<file path="src/rtl/instr_fetch.sv">
// Instruction-fetch stage: captures the PC, reads instruction memory over a
// req/ack handshake, latches IR and PC+4, and reports misalign/timeout faults.
module instr_fetch #(
    parameter int TIMEOUT = 16
) (
    input  logic        CLK,
    input  logic        RST,
    input  logic [31:0] pc_in,
    input  logic        fetch_start,
    input  logic        fault_clr,
    output logic [31:0] mem_addr,
    output logic        mem_req,
    input  logic [31:0] mem_rdata,
    input  logic        mem_ack,
    output logic [31:0] IR,
    output logic [31:0] pc_plus4,
    output logic        fetch_done,
    output logic        busy,
    output logic        fault,
    output logic [1:0]  fault_cause
);

    localparam logic [1:0] S_IDLE  = 2'b00;
    localparam logic [1:0] S_REQ   = 2'b01;
    localparam logic [1:0] S_DONE  = 2'b10;
    localparam logic [1:0] S_FAULT = 2'b11;

    localparam logic [7:0] CNT_LAST = 8'(TIMEOUT - 1);

    logic [1:0] state;
    logic [7:0] cnt;

    always_ff @(posedge CLK or negedge RST) begin
        if (!RST) begin
            state       <= S_IDLE;
            cnt         <= 8'd0;
            mem_addr    <= 32'd0;
            pc_plus4    <= 32'd0;
            IR          <= 32'd0;
            fault_cause <= 2'b00;
        end else begin
            unique case (state)
                S_IDLE: begin
                    if (fetch_start) begin
                        if (pc_in[1:0] == 2'b00) begin
                            mem_addr <= pc_in;
                            pc_plus4 <= pc_in + 32'd4;
                            cnt      <= 8'd0;
                            state    <= S_REQ;
                        end else begin
                            fault_cause <= 2'b01;
                            state       <= S_FAULT;
                        end
                    end
                end
                S_REQ: begin
                    // ack wins over a timeout landing on the same edge
                    if (mem_ack) begin
                        IR    <= mem_rdata;
                        state <= S_DONE;
                    end else if (cnt == CNT_LAST) begin
                        fault_cause <= 2'b10;
                        state       <= S_FAULT;
                    end else begin
                        cnt <= cnt + 8'd1;
                    end
                end
                S_DONE: state <= S_IDLE;
                S_FAULT: begin
                    if (fault_clr) begin
                        fault_cause <= 2'b00;
                        state       <= S_IDLE;
                    end
                end
                default: state <= S_IDLE;
            endcase
        end
    end

    assign mem_req    = (state == S_REQ);
    assign busy       = (state == S_REQ);
    assign fetch_done = (state == S_DONE);
    assign fault      = (state == S_FAULT);

endmodule

</file>
<file path="config.mk">
export PLATFORM = sky130hd
export DESIGN_NAME = instr_fetch
export DESIGN_NICKNAME = d
export VERILOG_FILES = /design/src/rtl/instr_fetch.sv
export SDC_FILE = /design/constraint.sdc
export NUM_CORES = 1
export LEC_CHECK = 0
export ABC_AREA = 1
export BUFFER_PORTS_ARGS = -buffer_cell sky130_fd_sc_hd__buf_2
export CORE_MARGIN = 5
export CORE_UTILIZATION = 57
export CTS_BUF_LIST = sky130_fd_sc_hd__clkbuf_4 sky130_fd_sc_hd__clkbuf_8
export DETAILED_ROUTE_END_ITERATION = 16
export PLACE_DENSITY = 0.88
export SYNTH_ARGS = -nofsm -noshare
export SYNTH_HDL_FRONTEND = slang
export SYNTH_SLANG_ARGS = --single-unit
</file>
<file path="constraint.sdc">
create_clock -name CLK -period 3.36 [get_ports CLK]
set_input_delay 0.672 -clock CLK [delete_from_list [all_inputs] [get_ports CLK]]
set_output_delay 0.672 -clock CLK [all_outputs]
set_load 0.005 [all_outputs]
</file>
Word-level counts from Yosys, hierarchy flattened:

Index checks and enable logic that the tools add are counted.

* eq/ne operators: 12
* reductions and logical operators: 9
* multiplexer cells: 16
* $add $sub $neg: 2

Operators by type and width (count)
* 32-bit by 3-bit adder with 32-bit output (second input constant): 1
* 8-bit two-way mux: 4
* 2-bit two-way mux: 9
* 8-bit case mux with 2 select lines: 1
* 2-bit != test (second input constant): 6
* 8-bit by 1-bit adder with 8-bit output (second input constant): 1
* 8-bit by 4-bit == test with 1-bit output (second input constant): 1
* 2-bit case mux with 4 select lines: 1
* 2-bit case mux with 3 select lines: 1
* 3-bit AND reduction: 2
* 6-bit AND reduction: 1
* 5-bit AND reduction: 1
* 2-bit == test (second input constant): 2
* 2-bit zero test: 2
* 3-bit by 2-bit != test with 1-bit output (second input constant): 1
* 3-bit nonzero test: 1
* 2-bit by 1-bit == test with 1-bit output (second input constant): 1
* 2-bit by 1-bit != test with 1-bit output (second input constant): 1
* 2-bit AND reduction: 1
* 2-bit nonzero test: 1

* bits of input ports: 69
* output and inout port bits: 102
* bits in registers: 108
* word-level logic and storage cells: 45

Logic depth before layout (Yosys ltp):

Gate-level depths: netlist of run 1.

* depth after elaboration: 4
* gate-level depth with buffers: 8

Worst setup path before layout of run 1:

Ideal clock, no wire load.

* kind: input to register
* from: in pc_in[2]
* to: reg pc_plus4[22]
* path slack: 1.592 ns
* cell stages on the path: 8
* setup time: 0.124 ns
* arrival time: 1.644 ns
* cells stage by stage: ha_1 > nand2_1 > nor2_1 > nand2_1 > nor2_1 > nand2_1 > nand2_1 > nand3_1

* word-level cells in the longest chain between the ends: 1

RTL lines
* start, declared: line 8 `input logic [31:0] pc_in,`
* 32-bit by 3-bit adder with 32-bit output: line 47 `pc_plus4 <= pc_in + 32'd4;`
* end signal, assigned: line 47
* end, declared: line 16 `output logic [31:0] pc_plus4,`

Every way passes these cells.
A chain may end at the register's enable or synchronous reset.

Final worst setup path of run 1:

* from: reg state[1]
* to: reg pc_plus4[12]

* word-level cells in the longest chain between the ends: 2

RTL lines
* start, declared: line 30 `logic [1:0] state;`
* start signal, assigned: line 35 `state <= S_IDLE;`
* start signal, assigned: line 49 `state <= S_REQ;`
* start signal, assigned: line 52 `state <= S_FAULT;`
* 2-bit zero test: line 42 `unique case (state)`
* 3-bit AND reduction (no line)

Every way passes these cells.

==> results.cfg, run 1 <==
[global_routing]
grt_pass1_vias = 4543
grt_pass1_wl_mm = 21.6
grt.total_usage = 0.238
grt_antenna_before_repair = 0
grt_max_degree = 118
grt-ovfl-total = 0

[logic_synthesis]
synth_cells = 610
mappedNetlistArea_um2 = 5240
synth_top_area_cell = dfrtp_1
synth_ff_type = dfrtp_1
synth-edff-count = 0
synth_cell_types = 28
yosysMostFrequentCell = nand2_1
ys_seq_area_frac = 0.506
yosysWarningCount = 0
synthArstFlopShare = 1.00
synth.area.top_cells = dfrtp_1 51%, nand2_1 14%, mux2_4 8.6%
syn-num-nets = 681
ys_top_cells_by_count = 196 x nand2_1, 106 x dfrtp_1, 89 x nor2_1
synth-seq-cells = 106
avgSynthCellArea_um2 = 8.59
synth_top_area_share = 0.506

[worst_setup_path]
path_cells = nor2_4 > nand3_4 > buf_4 > nor2_1 > nand2_1 > nand3_1
crit_type = reg2reg
critPathRequiredTime_ns = 3.61
end_kind = flip-flop
start_kind = flip-flop
max_stage_delay_ns = 0.75
arrival_ns = 2.29
slowest_stage = buf_4
worstPathMaxFanout = 117

[pwr]
powerDensity_nw_per_um2 = 794
leakage_uw = 0.00351
peakVddDrop_mv = 0.415

[clocking]
clock_path_buffers = 2
post_cts_resized = 0
clock-sinks = 106
path_clk_slew_ns = 0.10
insertion_delay_ns = 0.37
htree_levels = 3
ctsHoldBuffers = 0
cts_setup_buffers = 0
cts_tree = yes
cts_root_buffer = clkbuf_8
cts_buffers = 9

[route]
first_pass_iters = 5
num_vias = 4655
ant_nets = 0
drtIter0Drc = 293
wl_per_cell_um = 14.9
drc = 0
wl_mm = 13.3
via_per_inst = 5.23

[sta]
rsz0062_at_grt = false
clock_skew_ns = 0.0108
setup_tns_ns = 0
postLayoutSetupSlackWorst_ns = 1.32
tightest_slew_ns = 1.00
fin_crit_ns = 2.04
fmax_mhz = 489
post-route-period-util = 0.608
hold_viol = 0
setup_viol = 0
slew_headroom = 0.332
final_max_slew_viol_count = 0

[cells_and_area]
multi_input_area_um2 = 2240
nNetsFinal = 845
post-route-util = 0.693
fillers = 754
syn_to_final_growth_pct = 20.3
seq_area_um2 = 2650
drive_gt1_frac = 0.294
antenna_cells = 0

[floorplanning]
placementRows = 35
die-area_um2 = 11200
coreArea_um2 = 9110
die_h_um = 106
die_x_um = 106
io_pins = 171
start_util = 0.576

[outcome]
status = finished clean

[placed_design]
hpwl_mm = 9.94
numPortBuffers = 170
pre_cts_slack_ns = 1.16
place_congestion = 0.887

[run]
maxCapViolCount = 0

[worst_hold_path]
hold_path.class = in2async
==> cells by family after synthesis <==
logic type	after synthesis	synth area share
flip-flops	106	0.506
multiplexers	32	0.0902
AO/OA/AOI/OAI	43	0.0415
XOR/XNOR	8	0.0134
AND/OR/NAND/NOR	348	0.276
adder cells (fa/ha/maj)	2	0.00477
buffers and inverters	71	0.0683
==> metrics by stage <==
stage               instance area [µm²]  hold WS [ns]  instances  total power [µW]
global route                       6310         0.414        890              5360
detailed placement                 6100         0.464        874              4210
CTS                                6310         0.373        890              5050
global placement                   6100         0.455        874              4120
floorplan                          5240         0.376        610              3330
finish                             6310         0.357        890              5010
==> critical path: cells and delay by family (launching register included) <==
kind | cells | cell delay, ns
and+or+nand+nor | 5 | 0.50
DFF | 1 | 0.60
buffers and inverters | 1 | 0.75
==> routing by layer <==
metal	wire, µm	up-vias	GRT usage
met2	6410	207	0.386
met1	5510	2165	0.312
met4	435	0	0.103
met3	928	37	0.0461
met5	0	-	0
li1	-	2246	-
==> power by group <==
part | switching [µW] | internal, µW | leakage (µW) | total, µW
Sequential | 377 | 1880 | 0.00131 | 2260
Clock | 456 | 373 | 0.000103 | 829
Combinational | 916 | 1000 | 0.00210 | 1920
==> registers in the layout (all words and copies together) (netlist names) <==
register	cells
fault_cause	2
cnt	8
state	2
pc_plus4	30
IR	32
mem_addr	32
==> worst paths after layout <==
kind	from	end	slack, ns	cells after the start
setup / recovery	state[1]$_DFFE_PN0P_	pc_plus4[12]$_DFFE_PN0P_	1.32	6
hold / removal	RST	IR[3]$_DFFE_PN0P_	0.36	1
setup reg to reg	state[1]$_DFFE_PN0P_	pc_plus4[12]$_DFFE_PN0P_	1.32	6
hold reg to reg	mem_addr[30]$_DFFE_PN0P_	mem_addr[30]$_DFFE_PN0P_	0.49	2
max in group asynchronous	RST	IR[17]$_DFFE_PN0P_	2.14	2
min in group CLK	mem_addr[30]$_DFFE_PN0P_	mem_addr[30]$_DFFE_PN0P_	0.49	2
==> area by class of cell <==
type                       count  share of cell area
multi-input combinational    433               0.355
timing repair buffer         173               0.139
inverter                      51              0.0303
tap                          111              0.0220
sequential                   106               0.420
clock buffer                  10              0.0218
clock inverter                 6              0.0115
==> cell usage in the layout, fill, tap and decap left out, types with 3 or more instances in the layout <==
cell type and count:
nand2_1 196, nand3b_1 3, nand3_1 48, nor2_1 89
buf_4 4, buf_2 169, inv_1 49, clkbuf_8 10
o21ai_0 37, dfrtp_1 106, a21oi_1 4, mux2_4 30
xor2_1 3, nand4_1 4, xnor2_1 5
Note: power is estimated with default switching activity, not from simulation.
==> run 2: changes to the inputs <==
Settings changed: ABC_AREA 1 to 0, CORE_UTILIZATION 57 to 46, PLACE_DENSITY 0.88 to 0.78.
Clock period 3.36 ns to 1.82 ns, I/O delays scaled along.
==> run 2 against run 1 <==
Compared with the run above:
- die area rose by 9.3%
- core utilization is 7.2 points lower
- register-to-register slack got worse by 1.2 ns
- critical path depth grew 1
- clock power increased by 92%
- design area fell by 3.4%
- area after synthesis fell by 11%
- wire length fell by 13%
- critical path type unchanged
==> results.cfg, run 2 <==
[logic_synthesis]
synth_top_area_share = 0.568
synth_cells = 458
mappedNetlistArea_um2 = 4670
syn-num-nets = 529
ys_top_cells_by_count = 138 x nand2_1, 106 x dfrtp_1, 38 x o21ai_0
synth.area.top_cells = dfrtp_1 57%, nand2_1 11%, mux2_2 7.7%
ys_seq_area_frac = 0.568
synth_cell_types = 33
yosysWarningCount = 0
synth_top_area_cell = dfrtp_1
synth-edff-count = 0
synth-seq-cells = 106
synthArstFlopShare = 1.00
synth_ff_type = dfrtp_1
avgSynthCellArea_um2 = 10.2
yosysMostFrequentCell = nand2_1

[cells_and_area]
most-common-layout-cells = 169 x buf_2, 137 x nand2_1, 106 x dfrtp_1, 38 x o21ai_0, 32 x mux2_2
post-route-util = 0.621
final_common_cell = buf_2
drive_gt1_frac = 0.395
syn_to_final_growth_pct = 30.6
largestRegisters = IR x32, mem_addr x32, pc_plus4 x30
instances_no_fill = 779
design_area_um2 = 6090
nNetsFinal = 712
antenna_cells = 0

[route]
via_per_inst = 4.96
wl_per_cell_um = 14.9
first_pass_iters = 4
drc = 0
wl_mm = 11.6
drtIter0Drc = 157
ant_nets = 0
num_vias = 3865

[placed_design]
place_inst = 760
place_congestion = 0.853
hpwl_mm = 8.84
numPortBuffers = 170
place_area_um2 = 5820

[worst_setup_path]
crit_buf_inv = 1
path_cells = ha_1 > and3_4 > a211oi_4 > buf_4 > nand4_1 > xor2_1 > nor2_1
max_stage_delay_ns = 0.41
r2r_end = cnt[5]$_DFFE_PN0P_
end_kind = flip-flop
slowest_stage = dfrtp_1
worst-r2r-setup-slack_ns = 0.11
crit_type = reg2reg
critPathCapture = cnt[5]$_DFFE_PN0P_
start_kind = flip-flop
critical_path.startpoint = cnt[0]$_DFFE_PN0P_
critPathRequiredTime_ns = 2.07
reg2reg_from = cnt[0]$_DFFE_PN0P_
crit_cells = 7
worstPathMaxFanout = 4
worstRegToRegCells = 7
arrival_ns = 1.97
cp_top_family = flip-flops

[global_routing]
grt_max_degree = 72
grt-ovfl-total = 0
grt.total_usage = 0.187
grt_pass1_wl_mm = 18.9
grt_pass1_vias = 3808
grt_antenna_before_repair = 0

[clocking]
htree_levels = 3
cts_root_buffer = clkbuf_8
clock_path_buffers = 2
cts_tree = yes
clock-sinks = 106
cts_buffers = 9
path_clk_slew_ns = 0.10
insertion_delay_ns = 0.37

[floorplanning]
placementRows = 36
die-area_um2 = 12300
coreArea_um2 = 9820
io_pins = 171
start_util = 0.475
die_x_um = 111
die_h_um = 111

[run]
maxCapViolCount = 0

[worst_hold_path]
hold_path.class = in2reg
hold_depth = 2

[sta]
setup_viol = 0
hold_ws_ns = 0.225
clock_skew_ns = 0.0149
final_max_slew_viol_count = 0
hold_viol = 0
post-route-period-util = 0.942
tightest_slew_ns = 0.360
fmax_mhz = 583
rsz0062_at_grt = false
fin_crit_ns = 1.71
slew_headroom = 0.758

[pwr]
leakage_uw = 0.00312
powerDensity_nw_per_um2 = 1420
peakVddDrop_mv = 0.605
total_power_uw = 8680

[outcome]
status = finished clean
-- run 2: cell count changes after synthesis, moves of 6 or more --
| cell | previous run | this run |
|---|---|---|
| and2_1 | 0 | 6 |
| and3_1 | 0 | 7 |
| clkbuf_1 | 1 | 14 |
| inv_1 | 49 | 4 |
| mux2_2 | 2 | 32 |
| mux2_4 | 30 | 0 |
| nand2_1 | 196 | 138 |
| nand3_1 | 48 | 18 |
| nand4_1 | 4 | 12 |
| nor2_1 | 89 | 15 |
| xor2_1 | 3 | 23 |
-- run 2: layer usage --
layer / up-vias / GRT usage / routed length, µm
met2: 137 / 0.305 / 5540
met3: 21 / 0.0584 / 793
met1: 1812 / 0.232 / 4960
met5: - / 0 / 0
li1: 1895 / - / -
met4: 0 / 0.0722 / 295
-- run 2: what timing repair did --
| action | 4_1_cts | 5_1_grt |
|---|---|---|
| cloned | 0 | 0 |
| setup buffers | 1 | 1 |
| setup endpoints to repair | 3 | 9 |
| hold endpoints to repair | 5 | 0 |
| hold buffers | 1 | 0 |
| pin swaps | 1 | 0 |
| resized for setup | 2 | 4 |
-- run 2: logic make-up (layout without fill, tap and decap cells) --
kind of cell / after synthesis / in the layout / synth area share
AOI/OAI and AO/OA: 50 / 50 / 0.0600
DFF: 106 / 106 / 0.568
adders and majority gates: 2 / 2 / 0.00536
xor gates and xnor gates: 30 / 30 / 0.0563
muxes: 32 / 32 / 0.0772
buffers and inverters: 27 / 215 / 0.0257
and+or+nand+nor: 211 / 211 / 0.207
-- run 2: metrics by stage --
stage | TNS, ns | worst slack (ns)
floorplan | 0 | 0.149
global placement | 0 | 0.0449
detailed placement | -0.0518 | -0.0275
CTS | 0 | 0.0372
global route | 0 | 0.0310
finish | 0 | 0.106
-- run 2: power by group --
| part | internal, µW | switching, µW |
|---|---|---|
| clock network | 824 | 769 |
| registers | 3440 | 585 |
| logic | 1590 | 1470 |
| total | 5850 | 2820 |
-- run 2: how the worst min path moves through the flow --
stage                             start            endpoint  slack, ns
after floorplan                     RST   IR[0]$_DFFE_PN0P_       0.07
after detailed placement            RST  IR[23]$_DFFE_PN0P_       0.17
after global routing      mem_rdata[10]  IR[10]$_DFFE_PN0P_       0.20
after global placement              RST  IR[23]$_DFFE_PN0P_       0.17
after CTS                  mem_rdata[7]   IR[7]$_DFFE_PN0P_       0.21
final                     mem_rdata[26]  IR[26]$_DFFE_PN0P_       0.23
-- run 2: worst register-to-register path, stage by stage (launching register included) --
cell      delay (ns)
dfrtp_1         0.41
ha_1            0.25
and3_4          0.22
a211oi_4        0.26
buf_4           0.17
nand4_1         0.10
xor2_1          0.15
nor2_1          0.05
-- run 2: area by class of cell --
| cell class | instances | area (µm²) |
|---|---|---|
| Timing Repair Buffer | 195 | 1110 |
| Sequential cell | 106 | 2650 |
| Tap cell | 133 | 166 |
| Clock inverter | 5 | 77.6 |
| Inverter | 4 | 15.0 |
| Clock buffer | 11 | 145 |
| Multi-Input combinational cell | 325 | 1930 |
| Fill cell | 840 | 3720 |
==> run 3: changes to the inputs <==
Settings changed: CORE_UTILIZATION 46 to 55, PLACE_DENSITY 0.78 to 0.88.
Clock period 1.82 ns to 2.1 ns, I/O delays scaled along.
==> run 3 against run 2 <==
Compared with the run above:
- sequential power is 13% lower
- core utilization is 9.2 points higher
- combinational power fell by 16%
- critical path type unchanged
- highest routed layer unchanged
==> results.cfg, run 3 (synthesis gave the netlist of run 2 again) <==
[route]
num_vias = 3872
ant_nets = 0
wl_mm = 11.4
drc = 0
via_per_inst = 5.27
drtIter0Drc = 110
first_pass_iters = 4
wl_per_cell_um = 15.5

[floorplanning]
die_h_um = 102
io_pins = 171
start_util = 0.565
die-area_um2 = 10400
coreArea_um2 = 8260
placementRows = 33
die_x_um = 102

[pwr]
powerDensity_nw_per_um2 = 1250
peakVddDrop_mv = 0.666
leakage_uw = 0.00303

[sta]
final_max_slew_viol_count = 0
rsz0062_at_grt = false
clock_skew_ns = 0.00779
setup_tns_ns = 0
tightest_slew_ns = 0.601
fmax_mhz = 512
hold_ws_ns = 0.00721
slew_headroom = 0.596
post-route-period-util = 0.930
setup_viol = 0
fin_crit_ns = 1.95
hold_viol = 0

[worst_setup_path]
max_stage_delay_ns = 0.42
slowest_stage = dfrtp_1
crit_buf_inv = 0
crit_top_cell = o21ai_0
worstPathMaxFanout = 7
reg2reg_from = cnt[0]$_DFFE_PN0P_
crit_type = reg2reg
cp_top_family = compound AO/OA/AOI/OAI gates
path_cells = ha_1 > and3_1 > a211oi_2 > nor2_1 > o21ai_0 > o21ai_0
end_kind = flip-flop
critical_path.startpoint = cnt[0]$_DFFE_PN0P_
arrival_ns = 2.18
start_kind = flip-flop
critPathRequiredTime_ns = 2.33

[cells_and_area]
multi_input_area_um2 = 1910
seq_area_um2 = 2650
fillers = 643
most-common-layout-cells = 169 x buf_2, 137 x nand2_1, 106 x dfrtp_1, 38 x o21ai_0, 32 x mux2_2
largestRegisters = IR x32, mem_addr x32, pc_plus4 x30
syn_to_final_growth_pct = 26.1
drive_gt1_frac = 0.376
nNetsFinal = 699
final_common_cell = buf_2
antenna_cells = 0

[global_routing]
grt_pass1_vias = 3862
grt.total_usage = 0.222
grt_antenna_before_repair = 0
grt_max_degree = 58
grt-ovfl-total = 0
grt_pass1_wl_mm = 18.3

[clocking]
cts_tree = yes
htree_levels = 3
clock-sinks = 106
path_clk_slew_ns = 0.09
cts_setup_buffers = 0
clock_path_buffers = 2
cts_root_buffer = clkbuf_8
ctsHoldBuffers = 0
cts_buffers = 9
post_cts_resized = 0
insertion_delay_ns = 0.35

[placed_design]
hpwl_mm = 8.78
numPortBuffers = 170
place_congestion = 0.794

[worst_hold_path]
hold_path.class = in2async

[run]
maxCapViolCount = 0

[outcome]
status = finished clean
[run 3: cell count changes in the layout (fill, tap and decap cells not counted), sizes merged]
cell,change
buf,-12
clkinv,-2
clkbuf,-1
dlygate4sd3,-1
[run 3: final cells by class]
type	instances	area share
Sequential cell	106	0.451
Timing Repair Buffer	182	0.167
Multi-Input combinational cell	325	0.324
Clock inverter	3	0.0115
Tap cell	105	0.0223
Clock buffer	10	0.0223
Inverter	4	0.00255
[run 3: metrics by stage]
step / worst slack (ns) / util / instances / total power, µW / area (µm²)
finish: 0.147 / 0.713 / 735 / 7350 / 5890
CTS: 0.157 / 0.713 / 735 / 7450 / 5890
global route: 0.0211 / 0.713 / 735 / 7940 / 5890
global placement: 0.185 / 0.689 / 722 / 5980 / 5690
detailed placement: 0.0933 / 0.689 / 722 / 6150 / 5690
floorplan: 0.373 / - / 458 / 4700 / 4670
[run 3: power breakdown]
group          leakage (µW)  internal, µW  total, µW  switching [µW]
Combinational       0.00162          1310       2570            1260
Clock             0.0000977           666       1290             623
Sequential          0.00132          2980       3490             508
Total               0.00303          4960       7350            2400
[run 3: per-layer routing]
layer / global-route usage / share of wire
met2: 0.370 / 0.47
met5: 0 / 0
met3: 0.0580 / 0.11
met4: 0.0706 / 0.014
met1: 0.285 / 0.41
[run 3: worst paths after layout]
| check | slack, ns | cells after the start | to |
|---|---|---|---|
| worst max-delay path | 0.15 | 6 | cnt[3]$_DFFE_PN0P_ |
| worst min-delay path | 0.007 | 1 | IR[26]$_DFFE_PN0P_ |
| worst max register to register | 0.15 | 6 | cnt[3]$_DFFE_PN0P_ |
| worst min register to register | 0.48 | 2 | pc_plus4[15]$_DFFE_PN0P_ |
| max in group asynchronous | 1.47 | 2 | pc_plus4[16]$_DFFE_PN0P_ |
| min in group CLK | 0.30 | 2 | IR[24]$_DFFE_PN0P_ |
